$ cat src/rtl/elevator_scheduler.sv
// Three-floor elevator call scheduler: latches floor calls, issues single-cycle
// step commands toward them and holds the door open for DOOR_CYCLES per stop.
module elevator_scheduler #(
    parameter int unsigned DOOR_CYCLES = 4
) (
    input  logic       clk,
    input  logic       reset,
    input  logic [2:0] call_req,
    input  logic [1:0] floor,
    output logic       up_request,
    output logic       down_request,
    output logic       door_open,
    output logic [2:0] pending,
    output logic       dir,
    output logic       busy
);

    typedef enum logic [1:0] {
        IDLE   = 2'd0,
        STEP   = 2'd1,
        ARRIVE = 2'd2,
        DOOR   = 2'd3
    } state_t;

    state_t     state_r;
    logic [7:0] door_cnt_r;

    logic       floor_ok_s;
    logic [2:0] floor_mask_s;
    logic [2:0] above_mask_s;
    logic [2:0] below_mask_s;
    logic       here_s;
    logic       above_s;
    logic       below_s;
    logic       go_door_s;
    logic       go_step_s;
    logic       step_dir_s;
    logic [2:0] clear_s;
    logic [2:0] pending_next_s;

    assign floor_ok_s     = (floor != 2'b11);
    assign floor_mask_s   = 3'b001 << floor;
    assign here_s         = |(pending & floor_mask_s);
    assign above_s        = |(pending & above_mask_s);
    assign below_s        = |(pending & below_mask_s);
    assign pending_next_s = (pending | call_req) & ~clear_s;

    // Floors lying above and below the current one; an invalid floor sees no calls.
    always_comb begin
        case (floor)
            2'd0: begin above_mask_s = 3'b110; below_mask_s = 3'b000; end
            2'd1: begin above_mask_s = 3'b100; below_mask_s = 3'b001; end
            2'd2: begin above_mask_s = 3'b000; below_mask_s = 3'b011; end
            default: begin above_mask_s = 3'b000; below_mask_s = 3'b000; end
        endcase
    end

    // Stop here first, else keep direction, else reverse; no calls above floor 2 forces reversal.
    always_comb begin
        go_door_s  = 1'b0;
        go_step_s  = 1'b0;
        step_dir_s = dir;
        if (here_s) begin
            go_door_s = 1'b1;
        end else if (dir ? above_s : below_s) begin
            go_step_s = 1'b1;
        end else if (dir ? below_s : above_s) begin
            go_step_s  = 1'b1;
            step_dir_s = ~dir;
        end else begin
            go_step_s = 1'b0;
        end
    end

    // The served floor's call is dropped on DOOR entry and throughout DOOR.
    always_comb begin
        if (!floor_ok_s) begin
            clear_s = 3'b000;
        end else if (state_r == DOOR) begin
            clear_s = floor_mask_s;
        end else if (((state_r == IDLE) || (state_r == ARRIVE)) && go_door_s) begin
            clear_s = floor_mask_s;
        end else begin
            clear_s = 3'b000;
        end
    end

    // Scheduler state and all registered outputs.
    always_ff @(posedge clk or posedge reset) begin
        if (reset) begin
            state_r      <= IDLE;
            pending      <= 3'b000;
            dir          <= 1'b1;
            door_cnt_r   <= 8'd0;
            up_request   <= 1'b0;
            down_request <= 1'b0;
            door_open    <= 1'b0;
            busy         <= 1'b0;
        end else begin
            pending      <= pending_next_s;
            up_request   <= 1'b0;
            down_request <= 1'b0;
            if (!floor_ok_s) begin
                state_r    <= IDLE;
                door_cnt_r <= 8'd0;
                door_open  <= 1'b0;
                busy       <= 1'b0;
            end else begin
                case (state_r)
                    IDLE, ARRIVE: begin
                        if (go_door_s) begin
                            state_r    <= DOOR;
                            door_cnt_r <= 8'(DOOR_CYCLES);
                            door_open  <= 1'b1;
                            busy       <= 1'b1;
                        end else if (go_step_s) begin
                            state_r      <= STEP;
                            dir          <= step_dir_s;
                            up_request   <= step_dir_s;
                            down_request <= ~step_dir_s;
                            door_open    <= 1'b0;
                            busy         <= 1'b1;
                        end else begin
                            state_r   <= IDLE;
                            door_open <= 1'b0;
                            busy      <= 1'b0;
                        end
                    end
                    STEP: begin
                        state_r   <= ARRIVE;
                        door_open <= 1'b0;
                        busy      <= 1'b1;
                    end
                    DOOR: begin
                        // The counter holds the door cycles still to run, including this one.
                        if (door_cnt_r <= 8'd1) begin
                            state_r    <= IDLE;
                            door_cnt_r <= 8'd0;
                            door_open  <= 1'b0;
                            busy       <= 1'b0;
                        end else begin
                            door_cnt_r <= door_cnt_r - 8'd1;
                            door_open  <= 1'b1;
                            busy       <= 1'b1;
                        end
                    end
                    default: begin
                        state_r   <= IDLE;
                        door_open <= 1'b0;
                        busy      <= 1'b0;
                    end
                endcase
            end
        end
    end

endmodule

$ cat config.mk
export PLATFORM = sky130hd
export DESIGN_NAME = elevator_scheduler
export DESIGN_NICKNAME = d
export VERILOG_FILES = /design/src/rtl/elevator_scheduler.sv
export SDC_FILE = /design/constraint.sdc
export NUM_CORES = 1
export LEC_CHECK = 0
export CAP_MARGIN = 10
export CORE_UTILIZATION = 51
export DETAILED_ROUTE_END_ITERATION = 12
export HOLD_SLACK_MARGIN = 0.05
export PLACE_DENSITY = 0.83
export SLEW_MARGIN = 20
export SYNTH_ARGS = -nofsm -noshare
export SYNTH_HDL_FRONTEND = slang
export SYNTH_SLANG_ARGS = --single-unit
$ cat constraint.sdc
create_clock -name clk -period 2.5 [get_ports clk]
set_input_delay 0.25 -clock clk [delete_from_list [all_inputs] [get_ports clk]]
set_output_delay 0.25 -clock clk [all_outputs]
set_load 0.01 [all_outputs]
==> out/results.tsv <==
stage	metric	value	unit
outcome	outcome	finished clean	
routing	drc	0	
worst_setup_path	cp-start-kind	flop	
logic_synthesis	multiplexer_fraction_of_the_synthesized_cell_area	0.0107	
logic_synthesis	number_of_synthesized_flops_with_an_enable_pin	0	
logic_synthesis	area_share_of_and_or_nand_nor_cells_after_synthesis	0.202	
placed_design	dp.cells	140	
layout	final_cell_mix	sky130_fd_sc_hd__dfrtp_1, sky130_fd_sc_hd__nor2_1, sky130_fd_sc_hd__clkdlybuf4s50_1, sky130_fd_sc_hd__nand2_1, sky130_fd_sc_hd__inv_1	
logic_synthesis	synth_compound_gate_area_share	0.194	
logic_synthesis	syn_nets	112	
clocking	cts-htree-levels	1	
timing	final_min_period_over_clock_period	0.808	
logic_synthesis	post_synth_arst_share	1.00	
logic_synthesis	post_synth.cell_area_avg	9.43	um2
floorplanning	chipHeight	44.8	um
power_and_ir_drop	vdd_ir_drop_max	0.656	mV
grt	grt_start_max_net_pins	19	
logic_synthesis	synth_top_cell_by_area	sky130_fd_sc_hd__dfrtp_1	
clocking	tritoncts	yes	
routing	postRouteAntennaNets	0	
layout	antenna-diode-count	0	
routing	wl_per_cell	14.2	um
grt	grt_pass1_wl	3.39	mm
logic_synthesis	yosys_warnings	0	
grt	grt_remaining_overflow	0	
timing	finClkSkew	0.000999	ns
flow_run	number_of_max_capacitance_violations_reported	0	
placed_design	numPortBuffers	14	
worst_setup_path	crit_arrival	2.25	ns
timing	rsz0062_at_grt	no	
timing	final_max_slew_viol_count	0	
layout	final_cell_count_no_fill	144	
layout	final_net_count	133	
routing	dr_total_vias	833	
power_and_ir_drop	static_leak	0.491	nW
logic_synthesis	synth-main-ff-cell	sky130_fd_sc_hd__dfrtp_1	
clocking	cts_hold_buf	0	
grt	grtUsageTotal	0.236	
timing	final_period_minus_worst_setup_slack	2.02	ns
floorplanning	floorplan.die_area	2010	um2
worst_setup_path	end_kind	flop	
timing	timing.fmax	495	MHz
logic_synthesis	synth_area	933	um2
floorplanning	floorplan.rows	15	
logic_synthesis	ys_types	27	
worst_setup_path	timing.reg2reg.worst_path_depth	6	
routing	drt_iter0_markers	24	
layout	nFillCells	159	
worst_setup_path	cp_data_required_time	2.72	ns
floorplanning	initial_cell_density_of_the_core	0.541	
timing	hold_viol_final	0	
layout	area_growth_syn_to_layout	23.9	%
layout	final_layout_size_suffix_gt1_frac	0.101	
clocking	cts_inserted_buffers	3	
placed_design	finalWeightedCongestion	0.854	
floorplanning	area_of_the_core	1730	um2
worst_setup_path	worst-r2r-setup-slack	0.48	ns
logic_synthesis	main_combinational_cell_family_by_area_after_synthesis	simple AND/OR/NAND/NOR gates	
logic_synthesis	netlist_instances	99	
logic_synthesis	synth.yosys.seq_area_share	0.484	
timing	setup_viols_final	0	
routing	via_per_inst	5.78	
clocking	cts_clock_pin_slew_for_the_worst_setup_and_hold_paths	0.10	ns
clocking	cts.path.max_buffers	2	
grt	number_of_antenna_violations_at_the_first_check_in_global_routing	0	
timing	setup_tns	0	ns
logic_synthesis	postSynthRegisterBits	18	
routing	sum_of_routed_wire_length_over_all_layers	2.05	mm
power_and_ir_drop	cell_area_power_density	1100	nW/um2
timing	worstMarginPinSlew	0.677	ns
routing	detail_route.first_pass.iterations	4	
placed_design	dp_hpwl	1.45	mm
worst_setup_path	reg2reg_to	door_cnt_r[6]$_DFFE_PP0P_	
layout	mostFrequentLayoutCell	sky130_fd_sc_hd__dfrtp_1	
floorplanning	num_io_pins	15	
floorplanning	die_width	44.8	um
clocking	worst_skew_pair.late_latency	0.30	ns
logic_synthesis	ys_top_cells_by_area	sky130_fd_sc_hd__dfrtp_1, sky130_fd_sc_hd__ha_1, sky130_fd_sc_hd__nor2_1, sky130_fd_sc_hd__nand2_1, sky130_fd_sc_hd__a31oi_1	
worst_setup_path	critical_path_peak_fanout	7	
logic_synthesis	area_share_of_fa_ha_maj_cells_after_synthesis	0.0804	
clocking	clockRootBuffer	sky130_fd_sc_hd__clkbuf_4	
worst_setup_path	worstSetupPathType	reg2reg	
timing	slew_headroom	0.548	
grt	grt_pass1_vias	772	
clocking	cts_resized	0	
logic_synthesis	yosys.area_share.xor_xnor	0	
clocking	clock_sinks	18	
clocking	buffers_inserted_during_post_cts_setup_optimization	0	
logic_synthesis	synth_top_area_frac	0.456	
worst_setup_path	critical_path.reg2reg.startpoint	door_cnt_r[0]$_DFFE_PP0P_	
worst_hold_path	min-delay-path-class	in2async	
-- sequential cells by signal, indices dropped and copies added, names as in the netlist --
name,cells
busy,1
dir,1
door_cnt_r,8
door_open,1
down_request,1
pending,3
state_r,2
up_request,1
-- routing by layer --
metal	track usage	vias up	share of wire
met1	0.299	406	0.45
met2	0.394	22	0.50
li1	-	400	-
met5	0	-	0
met4	0.115	0	0.017
met3	0.0360	5	0.035
-- critical path: stages (launching register included) --
cell	delay (ns)
sky130_fd_sc_hd__dfrtp_1	0.45
sky130_fd_sc_hd__inv_1	0.08
sky130_fd_sc_hd__ha_1	0.29
sky130_fd_sc_hd__or2_2	0.34
sky130_fd_sc_hd__a311oi_2	0.45
sky130_fd_sc_hd__a41oi_1	0.18
sky130_fd_sc_hd__a31oi_1	0.17
-- where the power goes --
part           internal (mW)  switching [mW]  total, mW  leakage (nW)
registers              0.393           0.101      0.494         0.219
logic                  0.259           0.336      0.595         0.251
clock network         0.0888          0.0928      0.182        0.0210
-- worst max path at each step --
stage                                    from                   endpoint  slack [ns]  cells past startpoint
floorplan           door_cnt_r[0]$_DFFE_PP0P_  door_cnt_r[6]$_DFFE_PP0P_        0.76                      6
global placement                     floor[0]       pending[2]$_DFF_PP0_        0.46                      8
detailed placement                   floor[0]       pending[2]$_DFF_PP0_        0.42                      8
CTS                 door_cnt_r[0]$_DFFE_PP0P_  door_cnt_r[6]$_DFFE_PP0P_        0.49                      6
global route        door_cnt_r[0]$_DFFE_PP0P_  door_cnt_r[6]$_DFFE_PP0P_        0.30                      6
finish              door_cnt_r[0]$_DFFE_PP0P_  door_cnt_r[6]$_DFFE_PP0P_        0.48                      6
-- layout make-up --
class                           instances  area (um2)  area share
Inverter                                7        26.3      0.0227
Sequential cell                        18         452       0.391
Timing Repair Buffer                   16         155       0.134
Clock buffer                            4        36.3      0.0314
Tap cell                               25        31.3      0.0271
Multi-Input combinational cell         74         455       0.394
-- Yosys cell counts (2+ instances only) --
library cell,count
sky130_fd_sc_hd__dfrtp_1,17
sky130_fd_sc_hd__nor2_1,14
sky130_fd_sc_hd__nand2_1,11
sky130_fd_sc_hd__inv_1,7
sky130_fd_sc_hd__ha_1,6
sky130_fd_sc_hd__nor3_1,6
sky130_fd_sc_hd__a21oi_1,5
sky130_fd_sc_hd__a31oi_1,5
sky130_fd_sc_hd__nand3_1,3
sky130_fd_sc_hd__nor2b_1,3
sky130_fd_sc_hd__o21ai_0,3
sky130_fd_sc_hd__nor4_1,2
sky130_fd_sc_hd__o22ai_1,2
sky130_fd_sc_hd__or2_2,2
-- cells by family (layout without fill, tap and decap cells) --
| family | count (synthesis) | after routing |
|---|---|---|
| multiplexers | 1 | 1 |
| flip-flops | 18 | 18 |
| AO/OA/AOI/OAI | 25 | 25 |
| adder cells (fa/ha/maj) | 6 | 6 |
| AND/OR/NAND/NOR | 42 | 42 |
| buffers and inverters | 7 | 27 |
-- through the flow --
stage	hold slack, ns	total power [mW]	setup slack, ns	util	instance area [um2]
global placement	0.474	1.04	0.457	0.649	1120
global route	0.403	1.36	0.300	0.670	1160
floorplan	0.188	0.869	0.758	-	933
CTS	0.359	1.27	0.489	0.670	1160
finish	0.348	1.27	0.479	0.670	1160
detailed placement	0.484	1.08	0.419	0.649	1120
Power figures use the tool's default switching activity.
